--- config.mk ---
export PLATFORM = sky130hd
export DESIGN_NAME = prog_loader
export DESIGN_NICKNAME = d
export VERILOG_FILES = /design/src/rtl/prog_loader.sv
export SDC_FILE = /design/constraint.sdc
export NUM_CORES = 1
export LEC_CHECK = 0
export CAP_MARGIN = 20
export CORE_AREA = 2 2 192 194
export DETAILED_ROUTE_END_ITERATION = 10
export DIE_AREA = 0 0 194 196
export DONT_BUFFER_PORTS = 1
export HOLD_SLACK_MARGIN = 0.06
export PLACE_DENSITY = 0.76
export SYNTH_ARGS = -nofsm -noshare
export SYNTH_HDL_FRONTEND = slang
export SYNTH_SLANG_ARGS = --single-unit
export TNS_END_PERCENT = 20
--- constraint.sdc ---
create_clock -name clk -period 5 [get_ports clk]
set_input_delay 1 -clock clk [delete_from_list [all_inputs] [get_ports clk]]
set_output_delay 1 -clock clk [all_outputs]
set_load 0.02 [all_outputs]
--- src/rtl/prog_loader.sv ---
// Streaming program loader: header, instruction words packed into fetch lines, data words.
// Define PROG_LOADER_CKSUM_EN to require a trailing mod-2^32 checksum word after the payload.
module prog_loader #(
    parameter int LANES    = 4,
    parameter int IMEM_AW  = 9,
    parameter int DMEM_AW  = 12,
    parameter int ADDR_LEN = 32
) (
    input  logic                  clk,
    input  logic                  reset_x,
    input  logic                  in_valid,
    output logic                  in_ready,
    input  logic [31:0]           in_data,
    output logic                  imem_we,
    output logic [IMEM_AW-1:0]    imem_addr,
    output logic [LANES*32-1:0]   imem_wdata,
    output logic                  dmem_we,
    output logic [ADDR_LEN-1:0]   dmem_addr,
    output logic [31:0]           dmem_wdata,
    output logic                  loading,
    output logic                  err,
    output logic [2:0]            state_dbg
);

    // Handshake: a word transfers on a rising edge where in_valid & in_ready are both high;
    // in_ready is registered and never depends on in_valid, in_valid may drop at any time.

    localparam int LW   = (LANES > 1) ? $clog2(LANES) : 1;
    localparam int IC_W = IMEM_AW + $clog2(LANES) + 1;
    localparam int DC_W = DMEM_AW + 1;
    localparam logic [32:0] CAP_I = 33'(LANES) << IMEM_AW;
    localparam logic [32:0] CAP_D = 33'(1) << DMEM_AW;
    localparam logic [31:0] NOP   = 32'h0000_0013;

    typedef enum logic [2:0] {
        HDR_I, HDR_D, INSN, DATA, CKSUM, FLUSH, DONE, ERR
    } state_t;

`ifdef PROG_LOADER_CKSUM_EN
    localparam state_t FINAL       = CKSUM;
    localparam logic   FINAL_READY = 1'b1;
    logic [31:0] sum;
`else
    localparam state_t FINAL       = FLUSH;
    localparam logic   FINAL_READY = 1'b0;
`endif

    state_t               state;
    logic [LW-1:0]        lane;
    logic [LANES*32-1:0]  line_buf;
    logic [LANES*32-1:0]  line_next;
    logic [IC_W-1:0]      n_i;
    logic [IC_W-1:0]      i_cnt;
    logic [DC_W-1:0]      n_d;
    logic [DC_W-1:0]      d_cnt;
    logic [IMEM_AW-1:0]   line_idx;
    logic                 take;
    logic                 last_insn;
    logic                 last_data;

    assign take      = in_valid & in_ready;
    assign last_insn = (i_cnt + 1'b1 == n_i);
    assign last_data = (d_cnt + 1'b1 == n_d);
    assign state_dbg = state;

    // Unused lanes of line_buf always hold NOP, so a short final line comes out padded.
    always_comb begin
        line_next = line_buf;
        line_next[(LANES - 1 - int'(lane)) * 32 +: 32] = in_data;
    end

    always_ff @(posedge clk or negedge reset_x) begin
        if (!reset_x) begin
            state      <= HDR_I;
            in_ready   <= 1'b0;
            imem_we    <= 1'b0;
            imem_addr  <= '0;
            imem_wdata <= '0;
            dmem_we    <= 1'b0;
            dmem_addr  <= '0;
            dmem_wdata <= '0;
            loading    <= 1'b1;
            err        <= 1'b0;
            lane       <= '0;
            line_buf   <= {LANES{NOP}};
            n_i        <= '0;
            i_cnt      <= '0;
            n_d        <= '0;
            d_cnt      <= '0;
            line_idx   <= '0;
`ifdef PROG_LOADER_CKSUM_EN
            sum        <= '0;
`endif
        end else begin
            imem_we <= 1'b0;
            dmem_we <= 1'b0;
            case (state)
                HDR_I: begin
                    in_ready <= 1'b1;
                    if (take) begin
                        if ({1'b0, in_data} > CAP_I) begin
                            state    <= ERR;
                            in_ready <= 1'b0;
                            err      <= 1'b1;
                        end else begin
                            n_i   <= in_data[IC_W-1:0];
                            state <= HDR_D;
                        end
                    end
                end
                HDR_D: begin
                    if (take) begin
                        if ({1'b0, in_data} > CAP_D) begin
                            state    <= ERR;
                            in_ready <= 1'b0;
                            err      <= 1'b1;
                        end else begin
                            n_d <= in_data[DC_W-1:0];
                            if (n_i != '0) begin
                                state <= INSN;
                            end else if (in_data != 32'd0) begin
                                state <= DATA;
                            end else begin
                                state    <= FINAL;
                                in_ready <= FINAL_READY;
                            end
                        end
                    end
                end
                INSN: begin
                    if (take) begin
                        i_cnt <= i_cnt + 1'b1;
`ifdef PROG_LOADER_CKSUM_EN
                        sum   <= sum + in_data;
`endif
                        if (lane == LW'(LANES - 1) || last_insn) begin
                            imem_we    <= 1'b1;
                            imem_addr  <= line_idx;
                            imem_wdata <= line_next;
                            line_idx   <= line_idx + 1'b1;
                            line_buf   <= {LANES{NOP}};
                            lane       <= '0;
                        end else begin
                            line_buf <= line_next;
                            lane     <= lane + 1'b1;
                        end
                        if (last_insn) begin
                            if (n_d != '0) begin
                                state <= DATA;
                            end else begin
                                state    <= FINAL;
                                in_ready <= FINAL_READY;
                            end
                        end
                    end
                end
                DATA: begin
                    if (take) begin
                        dmem_we    <= 1'b1;
                        dmem_addr  <= ADDR_LEN'({d_cnt[DMEM_AW-1:0], 2'b00});
                        dmem_wdata <= in_data;
                        d_cnt      <= d_cnt + 1'b1;
`ifdef PROG_LOADER_CKSUM_EN
                        sum        <= sum + in_data;
`endif
                        if (last_data) begin
                            state    <= FINAL;
                            in_ready <= FINAL_READY;
                        end
                    end
                end
`ifdef PROG_LOADER_CKSUM_EN
                CKSUM: begin
                    if (take) begin
                        in_ready <= 1'b0;
                        if (in_data == sum) begin
                            state <= FLUSH;
                        end else begin
                            state <= ERR;
                            err   <= 1'b1;
                        end
                    end
                end
`endif
                // One extra cycle lets the final write land before the core leaves reset.
                FLUSH: begin
                    in_ready <= 1'b0;
                    state    <= DONE;
                end
                DONE: begin
                    in_ready <= 1'b0;
                    loading  <= 1'b0;
                end
                ERR: begin
                    in_ready <= 1'b0;
                    err      <= 1'b1;
                end
                default: begin
                    state    <= ERR;
                    in_ready <= 1'b0;
                    err      <= 1'b1;
                end
            endcase
        end
    end

endmodule
==> Word level (Yosys, flattened, before mapping) <==
Cells that the tools add are included.
{ "totals": {"ff_bits": 378, "inputBits": 35, "out_inout_bits": 209, "word_cells": 104} }
{ "op_classes": {"addsub": 6, "magnitude_cmp": 2, "eq_ne": 20, "shift": 2, "mux": 37, "bitwise_logic": 5, "reduce_logical": 15} }
{ "op_table": {"columns": ["operator", "count"], "rows": [
  ["128-bit bitwise mux", 1],
  ["128-bit two-way mux", 1],
  ["32-bit by 33-bit variable shift with 128-bit output, first input constant", 1],
  ["32-bit by 33-bit indexed part select with 128-bit output", 1],
  ["3-bit two-way mux", 11],
  ["8-bit negation with 33-bit output", 1],
  ["32-bit by 12-bit greater-than comparator with 1-bit output, second input constant", 1],
  ["32-bit by 13-bit greater-than comparator with 1-bit output, second input constant", 1],
  ["32-bit nonzero test", 1],
  ["1-bit two-way mux", 20],
  ["2-bit != test, second input constant", 9],
  ["3-bit case mux with 6 select lines", 1],
  ["13-bit by 1-bit adder with 13-bit output, second input constant", 1],
  ["13-bit equality test", 1],
  ["13-bit nonzero test", 1],
  ["12-bit by 1-bit adder with 12-bit output, second input constant", 1],
  ["12-bit equality test", 1],
  ["12-bit nonzero test", 1],
  ["9-bit by 1-bit adder with 9-bit output, second input constant", 1],
  ["3-bit equality test, second input constant", 3],
  ["3-bit AND reduction", 3],
  ["8-bit AND reduction", 1],
  ["7-bit AND reduction", 1],
  ["3-bit by 2-bit equality test with 1-bit output, second input constant", 2],
  ["other kinds (16)", 21]
]} }

==> Logic depth before layout (Yosys ltp) <==
{ "depth": {"word_depth": 6, "ltp_mapped": 11, "ltp_nobuf": 8} }

==> Worst setup path after synthesis <==
No wires, ideal clock.
{ "synth_path": {"path_kind": "input-to-reg", "from": "input port in_data[4]", "to": "register n_d[10]", "setup_time_ns": 0.125, "t_arrival_ns": 2.981, "required_time_ns": 4.875, "slack_ns": 1.894, "stages": 7, "n_path_buf": 2, "cell_sequence": "clkbuf_1 > nor4_1 > nand4_1 > or2_1 > a2111oi_4 > buf_2 > mux2_2"} }
{ "synth_via": {"elab_chain_len": 3} }
{ "synth_lines": {"columns": ["item", "line_no", "rtl"], "rows": [
  ["start: declaration", "13", "input logic [31:0] in_data,"],
  ["32-bit by 13-bit greater-than comparator with 1-bit output", "113", "if ({1'b0, in_data} > CAP_D) begin"],
  ["1-bit inverter (no line)", null, null],
  ["3-bit AND reduction (no line)", null, null],
  ["end signal: assignment", "118", "n_d <= in_data[DC_W-1:0];"],
  ["end: declaration", "54", "logic [DC_W-1:0] n_d;"]
]} }
Every way passes these cells.
A chain may end at the register's enable or synchronous reset.

==> Worst setup path after layout <==
{ "layout_path": {"from": "register i_cnt[0]", "to": "register imem_wdata[12]"} }
{ "layout_via": {"elab_chain_len": 4} }
{ "layout_lines": {"columns": ["item", "line_no", "rtl"], "rows": [
  ["start: declaration", "53", "logic [IC_W-1:0] i_cnt;"],
  ["start signal: assignment", "132", "i_cnt <= i_cnt + 1'b1;"],
  ["12-bit by 1-bit adder with 12-bit output", "62", "assign last_insn = (i_cnt + 1'b1 == n_i);"],
  ["12-bit equality test", "62", null],
  ["1-bit logical OR", "136", "if (lane == LW'(LANES - 1) || last_insn) begin"],
  ["3-bit AND reduction (no line)", null, null],
  ["end signal: assignment", "139", "imem_wdata <= line_next;"],
  ["end: declaration", "16", "output logic [LANES*32-1:0] imem_wdata,"]
]} }
Every way passes these cells.

==> results by stage <==
Pwr:
- Per report_power, the combinational group accounts for 19.9% of the total.
- The worst-case IR drop observed on VDD is 0.000424 V.
- The share of total power in sequential cells is 48.4%.
- Cell internal power was estimated by the tool at 0.00646 W.
- The switching share of power is 34.3%.
- The analysis attributes to cell leakage a power of about 9 nW.
- For this design the ratio of total power to cell area is slightly above 500 nW/um2.
- The proportion of power drawn by the clock network is approximately a third.
- The analysis attributes to net switching a power of 0.00338 W.

Critical path:
- The largest fanout on the critical path is 169.
- Data on the critical path arrives at its endpoint at 4160 ps.
- The setup check on the worst reg-to-reg path leaves a slack of 1260 ps.
- The worst setup path category is reg -> reg.
- The worst register-to-register path has a depth of 9.
- The last element of the critical path is imem_wdata[12].
- In this run the worst setup path begins at i_cnt[0].
- The startpoint identified for the worst register-to-register timing path is i_cnt[0].
- STA classifies the critical path endpoint as a register.
- STA puts the critical path data required time at 5420 ps.
- The worst register-to-register path ends at imem_wdata[12].
- The worst setup path is launched from a register.

Detailed routing:
- The number of routed nets with antenna violations is 0.
- The final wirelength is 46,700 um.
- The routed wire length per instance is 21.0 um.
- The detailed-routing iteration count for the pre-antenna-repair pass is 5.
- Summing over every cut layer, the via total after detailed routing is roughly 13k.
- Dividing the detail-routed via count by the number of cells gives 5.72.
- After the first detailed-routing iteration, the DRC count stood at a little under 900.
- The final routed DRC violation total is 0.

Floorplanning:
- Measured along the y axis, the die boundary spans between 150 and 200 um.
- The die span in x is 194 um.
- The area of the core is 36,100 um2.
- approximately 240 I/O pins were placed.
- The number of rows in the core area is 70.
- The initial utilization of the core area, before any placement, comes to 49.4%.
- The die covers 38,000 um2.

Layout:
- The final-stage net count is 1,774.
- The area growth from synthesis to layout is 8.21%.
- The leading cell type in the layout, fill and taps excluded is sky130_fd_sc_hd__dfrtp_1.
- In the layout the commonest cells are sky130_fd_sc_hd__dfrtp_1 (365), sky130_fd_sc_hd__nand2_1 (285), sky130_fd_sc_hd__inv_1 (143), sky130_fd_sc_hd__o21ai_0 (142), sky130_fd_sc_hd__mux2_1 (138).
- The repair_antennas step left the layout with diodes totalling 0.
- The layout has slightly above 3k filler cells.
- The fraction of final layout cells sized beyond drive strength 1 is 7.95%.

Place:
- The congestion estimate from routability-driven global placement came to 0.836.
- Once detailed placement completed, the half-perimeter wirelength came to 29,000 um.
- The number of I/O port buffers is 0.

Synthesis:
- Synthesis inferred 378 register bits.
- Sequential cells were found to cover 53.2% of the synthesized design area.
- After synthesis, the mean cell area works out to slightly below 10 um2.
- The async set-or-reset flop fraction in the synthesized netlist is 100%.
- The number of instances in the synthesized netlist is 1,810.
- The synthesized design contains 0 enable-type register cells.
- The synthesized netlist devotes 0.562% of its cell area to adder and majority cells.
- Summing every instance area after synthesis gives 17,800 um2.
- The number of different library cells used by synthesis comes to 61.
- For this run, the leading register cell type out of synthesis is sky130_fd_sc_hd__dfrtp_1.
- The synthesized netlist devotes 2.85% of its cell area to XOR and XNOR gates.
- The compound-gate portion of the synthesized area is 11.4%.
- The basic-gate share of the synthesized area counting and, or, nand and nor cells is 13.9%.
- The mux contribution to synthesized area is 10.3%.
- The yosys synthesis warning count is 0.
- After synthesis, the largest family of logic cells by area is simple AND/OR/NAND/NOR gates.

Global route:
- The leftover overflow at the end of global routing is 0.
- The number of global-route vias before repair is between 10k and 15k.
- The pin count of the biggest net entering global routing is 379.
- The overall fraction of global-route tracks in use is 24.5%.
- The wire length of the first global-routing pass is around 74,000 um.
- The initial antenna violation count came to 0.

STA:
- The final hold slack is 170 ps.
- After routing, the total negative slack on setup checks comes to 0 ps.
- Timing would allow up to 267 MHz.
- Headroom to the max-slew limit came out at -14.7%.
- The clock arrives with about 20 ps of skew.
- For the pin with the worst max-slew slack, the measured transition is 1720 ps.
- The clock period minus final worst setup slack is about 3700 ps.
- The final hold violation count is 0.
- The count of final setup violators is 0.
- The worst path uses between 70 and 80% of the clock period.
- The number of pins with negative max-slew slack in the final report is between 100 and 150.
- Setup repair after global routing left no endpoint under its margin.

Clock tree:
- The number of buffers on the longest clock path is 3.
- The number of setup buffers added after CTS is 0.
- The post-cts sizing count is 0.
- The clock latency of the later-clocked register in the worst-skew pair is 560 ps.
- Clock-pin slew was measured on the worst setup and hold paths at 60 ps.
- The number of clock sinks is 378.
- The cell sitting at the root of the clock tree is a sky130_fd_sc_hd__clkbuf_16.
- The maximum level of the CTS H-tree is 2.
- The hold buffer count at cts is 0.
- TritonCTS built the clock tree.
- The total clock buffers created by CTS is between 40 and 50.

Worst hold path:
- In this run the worst hold path is classified as in -> async.

Outcome:
- The run finished, with violations left.
- The checks that failed: slew limit.

Flow run:
- The number of violations of the max-capacitance limit is 0.
[registers in the layout (all words and copies together), names as in the netlist, 9 cells and up]
signal and count:
dmem_wdata 32, line_buf 128, dmem_addr 12, line_idx 9, n_i 12, imem_addr 9, n_d 13, i_cnt 12
d_cnt 13, imem_wdata 128
[synth_stat cells, types with 16 or more instances]
| cell type | instances | area (um2) |
|---|---|---|
| sky130_fd_sc_hd__a21oi_1 | 43 | 215 |
| sky130_fd_sc_hd__a22oi_1 | 88 | 661 |
| sky130_fd_sc_hd__buf_4 | 30 | 225 |
| sky130_fd_sc_hd__clkbuf_1 | 104 | 390 |
| sky130_fd_sc_hd__dfrtp_1 | 365 | 9130 |
| sky130_fd_sc_hd__inv_1 | 143 | 537 |
| sky130_fd_sc_hd__mux2_1 | 138 | 1550 |
| sky130_fd_sc_hd__mux2_2 | 24 | 270 |
| sky130_fd_sc_hd__nand2_1 | 285 | 1070 |
| sky130_fd_sc_hd__nand3_1 | 85 | 425 |
| sky130_fd_sc_hd__nor2_1 | 105 | 394 |
| sky130_fd_sc_hd__nor3_1 | 17 | 85.1 |
| sky130_fd_sc_hd__nor4_1 | 16 | 100 |
| sky130_fd_sc_hd__o21ai_0 | 142 | 711 |
| sky130_fd_sc_hd__xnor2_1 | 38 | 333 |
| sky130_fd_sc_hd__xor2_1 | 20 | 175 |
[power by group through the flow]
stage,Combinational (W),Clock [W],Sequential [W]
after floorplan,0.00158,0,0.00459
after global placement,0.00186,0,0.00479
after detailed placement,0.00194,0,0.00482
after CTS,0.00195,0.00319,0.00477
after global routing,0.00219,0.00331,0.00486
final,0.00196,0.00312,0.00477
[per-layer routing]
metal	track usage [%]	share of wire (%)	wire [um]
met3	7.44	8.8	4120
met1	31.3	41	19300
met5	0	0	0
met2	39.6	47	22000
met4	9.03	2.9	1350
[through the flow]
stage / std cells / cell area, um2 / utilization (%) / power [W] / setup WS, ps
floorplan: 1829 / 17900 / - / 0.00617 / 1890
global placement: 2154 / 17900 / 49.5 / 0.00664 / 1420
detailed placement: 2154 / 17900 / 49.5 / 0.00675 / 1320
CTS: 2229 / 19300 / 53.4 / 0.00991 / 1290
global route: 2230 / 19300 / 53.5 / 0.0104 / 1070
finish: 2230 / 19300 / 53.5 / 0.00984 / 1260
[worst max-delay path, stage by stage, from the launching register on]
cell	delay, ps
sky130_fd_sc_hd__dfrtp_1	470
sky130_fd_sc_hd__ha_1	310
sky130_fd_sc_hd__inv_1	50
sky130_fd_sc_hd__or4_1	510
sky130_fd_sc_hd__a2111oi_2	520
sky130_fd_sc_hd__a31oi_2	150
sky130_fd_sc_hd__buf_4	240
sky130_fd_sc_hd__nor2_4	190
sky130_fd_sc_hd__buf_12	550
sky130_fd_sc_hd__mux2_1	400
[area by class of cell]
class                           count  area (um2)  area share [%]
Sequential cell                   378        9480            49.1
Timing Repair Buffer               24         225            1.17
Inverter                          144         541            2.80
Clock buffer                       64        1290            6.67
Tap cell                          468         586            3.04
Multi-Input combinational cell   1141        7060            36.6
Clock inverter                     11         113           0.584
[cell families (layout without fill, tap and decap cells)]
kind of cell / after synthesis / in the layout
other: 1 / 20
AND/OR/NAND/NOR: 565 / 565
buffers and inverters: 310 / 243
AO/OA/AOI/OAI: 327 / 327
XOR/XNOR: 58 / 58
multiplexers: 163 / 163
adder cells (fa/ha/maj): 8 / 8
flip-flops: 378 / 378
[worst min path at each step]
stage / from / slack, ps / to / cells after the start
4_1_cts: reset_x / 140 / in_ready / 0
6_report: reset_x / 170 / imem_wdata[34] / 0
5_1_grt: reset_x / 140 / imem_wdata[0] / 0
2_1_floorplan: line_idx[8] / 440 / line_idx[8] / 1
3_5_place_dp: line_idx[8] / 460 / line_idx[8] / 1
3_3_place_gp: line_idx[8] / 460 / line_idx[8] / 1
(Power assumes the default switching activity.)
